### src/rtl/keypad_scan.sv
// keypad_scan: 4x4 active-low matrix keypad scanner with frame debounce.
// Walks one active-low row at a time and samples the synchronized columns at
// the end of each row dwell. Every completed 16-key frame yields a candidate:
// exactly one key pressed, or none. A candidate that repeats for DEBOUNCE
// frames is committed.
// Ports:
//   clk        system clock, rising edge
//   rst        asynchronous active-low reset
//   col_in     column lines, active-low, asynchronous to clk
//   row_out    row drive, active-low one-hot
//   key_code   last committed key (row*4 + col), holds after release
//   key_valid  one-cycle strobe when a new key is committed
//   key_down   high while a committed key is held
module keypad_scan #(
  parameter int unsigned SCAN_DIV = 50000,
  parameter int unsigned DEBOUNCE = 4
) (
  input  logic       clk,
  input  logic       rst,
  input  logic [3:0] col_in,
  output logic [3:0] row_out,
  output logic [3:0] key_code,
  output logic       key_valid,
  output logic       key_down
);

  localparam int unsigned STEP_W = (SCAN_DIV > 1) ? $clog2(SCAN_DIV) : 1;
  localparam logic [STEP_W-1:0] STEP_LAST = STEP_W'(SCAN_DIV - 1);
  localparam logic [3:0] DEB_MAX = 4'(DEBOUNCE);

  logic [3:0]        col_meta;
  logic [3:0]        col_sync;
  logic [STEP_W-1:0] step;
  logic [1:0]        row;
  logic [15:0]       snap;
  logic              cand_vld;
  logic [3:0]        cand_key;
  logic [3:0]        deb_cnt;

  logic        tick;
  logic        frame_end;
  logic [1:0]  row_nxt;
  logic [15:0] snap_next;
  logic        new_vld;
  logic [3:0]  new_key;
  logic        same_cand;
  logic [3:0]  deb_next;
  logic        differs;
  logic        commit;

  // Next-frame snapshot, candidate decode and commit decision.
  always_comb begin
    tick      = (step == STEP_LAST);
    frame_end = tick && (row == 2'd3);
    row_nxt   = row + 2'd1;

    // The row being closed this tick is folded in so the frame-end decode
    // sees the complete 16-bit picture.
    snap_next = snap;
    snap_next[{row, 2'b00} +: 4] = ~col_sync;

    // Exactly one bit set is a clean key; zero or several is rejected.
    new_vld = (snap_next != 16'd0) && ((snap_next & (snap_next - 16'd1)) == 16'd0);
    new_key = 4'd0;
    if (new_vld) begin
      for (int i = 0; i < 16; i++) begin
        if (snap_next[i]) new_key = 4'(i);
      end
    end

    same_cand = (new_vld == cand_vld) && (!new_vld || (new_key == cand_key));
    if (same_cand) deb_next = (deb_cnt < DEB_MAX) ? (deb_cnt + 4'd1) : deb_cnt;
    else           deb_next = 4'd1;

    // Committed state is key_code while key_down, otherwise none.
    differs = (new_vld != key_down) || (new_vld && (new_key != key_code));
    commit  = frame_end && (deb_next == DEB_MAX) && differs;
  end

  // Column synchronizer.
  always_ff @(posedge clk or negedge rst) begin
    if (!rst) begin
      col_meta <= 4'hF;
      col_sync <= 4'hF;
    end else begin
      col_meta <= col_in;
      col_sync <= col_meta;
    end
  end

  // Row stepping and snapshot capture.
  always_ff @(posedge clk or negedge rst) begin
    if (!rst) begin
      step    <= '0;
      row     <= 2'd0;
      row_out <= 4'b1110;
      snap    <= 16'd0;
    end else if (tick) begin
      step    <= '0;
      row     <= row_nxt;
      row_out <= ~(4'b0001 << row_nxt);
      snap    <= snap_next;
    end else begin
      step    <= step + STEP_W'(1);
    end
  end

  // Frame debounce and committed key outputs.
  always_ff @(posedge clk or negedge rst) begin
    if (!rst) begin
      cand_vld  <= 1'b0;
      cand_key  <= 4'd0;
      deb_cnt   <= 4'd0;
      key_code  <= 4'd0;
      key_valid <= 1'b0;
      key_down  <= 1'b0;
    end else begin
      key_valid <= 1'b0;
      if (frame_end) begin
        cand_vld <= new_vld;
        cand_key <= new_key;
        deb_cnt  <= deb_next;
      end
      if (commit) begin
        if (new_vld) begin
          key_code  <= new_key;
          key_down  <= 1'b1;
          key_valid <= 1'b1;
        end else begin
          key_down  <= 1'b0;
        end
      end
    end
  end

endmodule

### config.mk
export PLATFORM = sky130hd
export DESIGN_NAME = keypad_scan
export DESIGN_NICKNAME = d
export VERILOG_FILES = /design/src/rtl/keypad_scan.sv
export SDC_FILE = /design/constraint.sdc
export NUM_CORES = 1
export LEC_CHECK = 0
export ABC_CLOCK_PERIOD_IN_PS = 4800
export BUFFER_PORTS_ARGS = -buffer_cell sky130_fd_sc_hd__buf_4
export CAP_MARGIN = 25
export CORE_UTILIZATION = 36
export DETAILED_ROUTE_END_ITERATION = 10
export PLACE_DENSITY = 0.57
export SKIP_LAST_GASP = 1
export SLEW_MARGIN = 20
export SYNTH_ARGS = -nofsm -noshare
export SYNTH_HDL_FRONTEND = slang
export SYNTH_SLANG_ARGS = --single-unit
### constraint.sdc
create_clock -name clk -period 4.8 [get_ports clk]
set_input_delay 0.96 -clock clk [delete_from_list [all_inputs] [get_ports clk]]
set_output_delay 0.96 -clock clk [all_outputs]
set_load 0.02 [all_outputs]
======== After elaboration in Yosys (flattened, before gate mapping) ========
Index checks and enable logic that the tools add are counted.
Widths: inputs -> output; s select.
cells by class
  $add $sub $neg .......................... 5
  $lt $le $gt $ge ......................... 1
  equal/unequal tests ..................... 7
  shifts and indexed selects .............. 3
  mux-type cells .......................... 22
  bitwise operators ....................... 3
  reductions and logical operators ........ 12
operators by type and width
  operator                number
  $mux 4                  17
  $add 16x1->16 const B   1
  $and 16x16->16          1
  $bwmux 16               1
  $eq 16x16->1 const B    1
  $logic_not 16->1        1
  $mux 16                 1
  $reduce_bool 16->1      1
  $shift 4x6->16 const A  1
  $shiftx 4x6->16         1
  $sub 16x1->16 const B   1
  $not 4->4               2
  $logic_and 1x1->1       6
  $neg 4->6               1
  $add 4x1->4 const B     1
  $eq 4x3->1 const B      1
  $eq 4x4->1              1
  $lt 4x3->1 const B      1
  $ne 4x4->1              1
  $shl 1x2->4 const A     1
  $mux 1                  3
  $add 2x1->2 const B     1
  $eq 2x2->1 const B      1
  $logic_or 1x1->1        2
  other kinds (4)         4
storage, ports and cells
  register bits after elaboration ......... 61
  input port bits ......................... 6
  output and inout bits ................... 10
  word-level logic and storage cells ...... 65

======== Logic depth before layout (Yosys ltp) ========
  depth after elaboration ................. 27
  gate-level depth with buffers ........... 15
  gate-level depth less buffers ........... 11

======== Least setup slack after synthesis ========
No wires, ideal clock.
  kind .................................... register -> register
  start point ............................. register row[0]
  end point ............................... register key_code[0]
  setup time .............................. 0.125 ns
  data arrival time ....................... 3.507 ns
  required time ........................... 4.675 ns
  setup slack ............................. 1.167 ns
  cell stages (with the launch flop) ...... 14
  buffers on the path ..................... 3
  period minus slack after synthesis ...... 3.633 ns
  cells stage by stage .................... dfrtp_1 -> buf_4 -> inv_1 -> ha_1 -> buf_4 -> and4b_4 -> a22oi_1 -> o221a_2 -> o21ai_0 -> or4_1 -> or3_1 -> buf_2 -> a2111oi_4 -> mux2_4
between the ends
  longest elaborated chain between the ends .. 27
  elaborated cells between the ends (all ways) .. 41
  classes of those cells .................. add/sub: 2; eq/ne: 6; shift: 2; mux: 18; bitwise: 1; reduce/logical: 12
ends and longest elaborated chain
  element                                                   RTL line  text
  start: declaration                                        34        logic [1:0] row;
  start signal: assignment                                  100       row <= row_nxt;
  $neg 4->6                                                 60        snap_next[{row, 2'b00} +: 4] = ~col_sync;
  $shiftx 4x6->16 / $shift 4x6->16 (equally long branches)  60
  $bwmux 16                                                 60
  $mux 1                                                    67        if (snap_next[i]) new_key = 4'(i);
  $mux 4 (14 in a row)                                      67
  $mux 4                                                    65        if (new_vld) begin
  $eq 4x4->1                                                71        same_cand = (new_vld == cand_vld) && (!new_vld || (new_key == cand_key));
  $logic_or 1x1->1                                          71
  $logic_and 1x1->1                                         71
  $mux 4                                                    72        if (same_cand) deb_next = (deb_cnt < DEB_MAX) ? (deb_cnt + 4'd1) : deb_cnt;
  $eq 4x3->1                                                77        commit = frame_end && (deb_next == DEB_MAX) && differs;
  $logic_and 1x1->1 (2 in a row)                            77
  $reduce_and 2->1 (no line)                                --
  end signal: assignment                                    126       key_code <= new_key;
  end: declaration                                          22        output logic [3:0] key_code,
Several ways; a longest one is shown, not always the timed one.
A chain may end at the register's enable or synchronous reset.

======== Worst setup path in the final report ========
  start point ............................. register row[0]
  end point ............................... register key_code[1]
Same word-level chain as after synthesis.

==> results by group <==
Status
  • Status: finished, final reports clean

CTS
  • Latest clock arrival within the worst-skew pair: 0.34 ns
  • Clock Pin Slew Worst Setup and Hold Paths: 0.07 ns
  • Number of CTS-inserted buffers: 9
  • Sink Count: 61
  • Htree depth: 3
  • CTS resizes: 0
  • Clock Tree Root: clkbuf_8
  • CTS tree: done
  • Post-CTS setup buffer count: 0
  • Hold-fix buffers, CTS: 0
  • CTS max path bufs: 2

Global route
  • Gr usage total: 16.8%
  • First-pass GRT wire length: 13100 microns
  • Largest net degree at the start of global routing: 62
  • Initial antenna violation count: 0
  • Vias in the first global route: 2577
  • Grt ovf: 0

Floorplanning
  • Core ar.: 9330 sq um
  • Num rows: 35
  • Die area: 10100 sq um
  • Die H: 101 microns
  • I/O pin cnt: 16
  • Initial Util: 37.5%
  • Chip width: 101 microns

Detailed routing
  • Initial DRC count: 187
  • ANT nets after route: 0
  • Total number of vias: 2808
  • Vias per Instance: 5.42
  • Final routed DRC violation total: 0
  • Final WL: 7860 microns
  • Drt pass-1 iters: 4
  • Drt wl/cell: 15.2 microns

Synth
  • EDFF count, synth: 0
  • Yosys warning total: 0
  • Synth area leader: dfrtp_1
  • Ranking of synthesized cells by area: dfrtp_1, dfstp_2, nand2_1, o21ai_0, nor2_1
  • Main synth FF type: dfrtp_1
  • Register area share after synthesis: 44.1%
  • Async SR Flop Fraction: 100%
  • Yosys cell types: 62
  • Mean post-synth cell area: 9.37 sq um
  • Syn_nets: 385
  • Post-synth top area share: 35.8%
  • Cell count after synthesis: 373
  • Commonest cells in the netlist: dfrtp_1, nand2_1, o21ai_0
  • Post-Syn Area: 3490 sq um
  • Seq cells post-synth: 61

Timing
  • Max-slew headroom: 48.9%
  • Minimum clock period: 4.33 ns
  • Setup TNS: 0 ns
  • Worst hold margin: 0.352 ns
  • Unrepaired setup endpoints after global routing: no
  • Skew final: 0.00701 ns
  • Tcrit/Tclk final: 90.1%
  • Peak Freq: 0.231 GHz
  • Final setup violation count: 0
  • Final slew viol count: 0
  • Hold Violations, Final: 0
  • Measured slew at the worst slew-check pin: 0.767 ns

Critical path
  • Critical Path End Type: flop
  • CP Launch Type: flop
  • CP max FO: 15
  • Critical path class: flop to flop
  • Crit path DAT: 4.55 ns
  • WP data required: 5.03 ns

Layout
  • Layout Nets: 396
  • Number of diodes: 0
  • Area growth from synthesis to layout: 11.2%
  • Share of layout cells above drive strength 1: 15.7%

Placed design
  • DPL Wire Length: 5450 microns
  • PortBufs: 15
  • Gpl congestion: 0.850

Power
  • Leak pwr: 0.00163 uW
  • PD cells: 262 nW/um^2
  • Maximum VDD drop: 0.000128 V

Run
  • Max-cap violations: 0

Hold path
  • Worst hold path type: flop to flop
[state kept, by name, indices dropped and copies added, names as in the netlist]
register,count
row,2
key_valid,1
key_code,4
col_meta,4
row_out,4
snap,16
key_down,1
step,16
cand_key,4
col_sync,4
cand_vld,1
deb_cnt,4
[layer usage]
metal / global-route usage, % / share of wire (%) / vias to the layer above
li1: - / - / 1366
met1: 23.8 / 48 / 1326
met2: 24.4 / 43 / 100
met3: 4.02 / 5.8 / 16
met4: 7.25 / 2.4 / 0
met5: 0 / 0 / -
[cell type report]
cell class / instances / area (sq um)
fill: 920 / 5440
clock inverter: 4 / 47.5
multi-input combinational: 288 / 1830
sequential: 61 / 1540
inverter: 6 / 22.5
clock buffer: 12 / 145
tap: 129 / 161
timing repair buffer: 18 / 135
[critical path, stage by stage (launching register included)]
cell and delay, ns:
dfrtp_1 0.53, inv_1 0.19, ha_1 0.63, nor4b_1 0.18, mux2i_2 0.35, o221a_2 0.25
o21ai_0 0.08, or4_1 0.60, or3_1 0.52, a2111oi_4 0.54, mux2_4 0.34
[stage by stage]
step | util, % | setup slack [ns] | std cells | instance area [sq um] | total power, uW
floorplan | - | 1.17 | 373 | 3490 | 553
detailed placement | 39.6 | 0.548 | 502 | 3690 | 571
CTS | 41.7 | 0.524 | 518 | 3890 | 1040
global route | 41.7 | 0.248 | 518 | 3890 | 1050
global placement | 39.6 | 0.632 | 502 | 3690 | 570
finish | 41.7 | 0.474 | 518 | 3890 | 1020
[final timing paths]
path	start	end	slack [ns]	depth (start not counted)
max	row[0]	key_code[1]	0.47	10
min	col_meta[1]	col_sync[1]	0.35	0
max reg2reg	row[0]	key_code[1]	0.47	10
min reg2reg	col_meta[1]	col_sync[1]	0.35	0
max in group asynchronous	rst	row[1]	3.60	1
min in group asynchronous	rst	snap[1]	0.70	1
[cells in the final DEF, fill, tap and decap left out, types with 10 or more instances in the layout]
| cell type | instances |
|---|---|
| a21oi_1 | 12 |
| a31oi_1 | 17 |
| buf_4 | 18 |
| clkbuf_8 | 10 |
| dfrtp_1 | 50 |
| dfstp_2 | 11 |
| nand2_1 | 50 |
| nand3_1 | 15 |
| nor2_1 | 31 |
| nor2b_1 | 13 |
| nor3_1 | 10 |
| o21ai_0 | 32 |
| xor2_1 | 10 |
[power breakdown]
group	internal, uW	total [uW]	leakage, uW	switching, uW
Combinational	11.6	35.8	0.000739	24.2
Sequential	520	526	0.000799	5.24
Clock	253	456	0.0000964	203
[cell families (layout without fill, tap and decap cells)]
family	Yosys count	after routing	synth area share, %
simple gates	152	152	21.6
compound gates	100	100	19.1
flops	61	61	44.1
buf+inv	24	40	3.40
xor+xnor	18	18	4.51
mux	11	11	4.94
fa+ha+maj	7	7	2.44
Power figures use the tool's default switching activity.
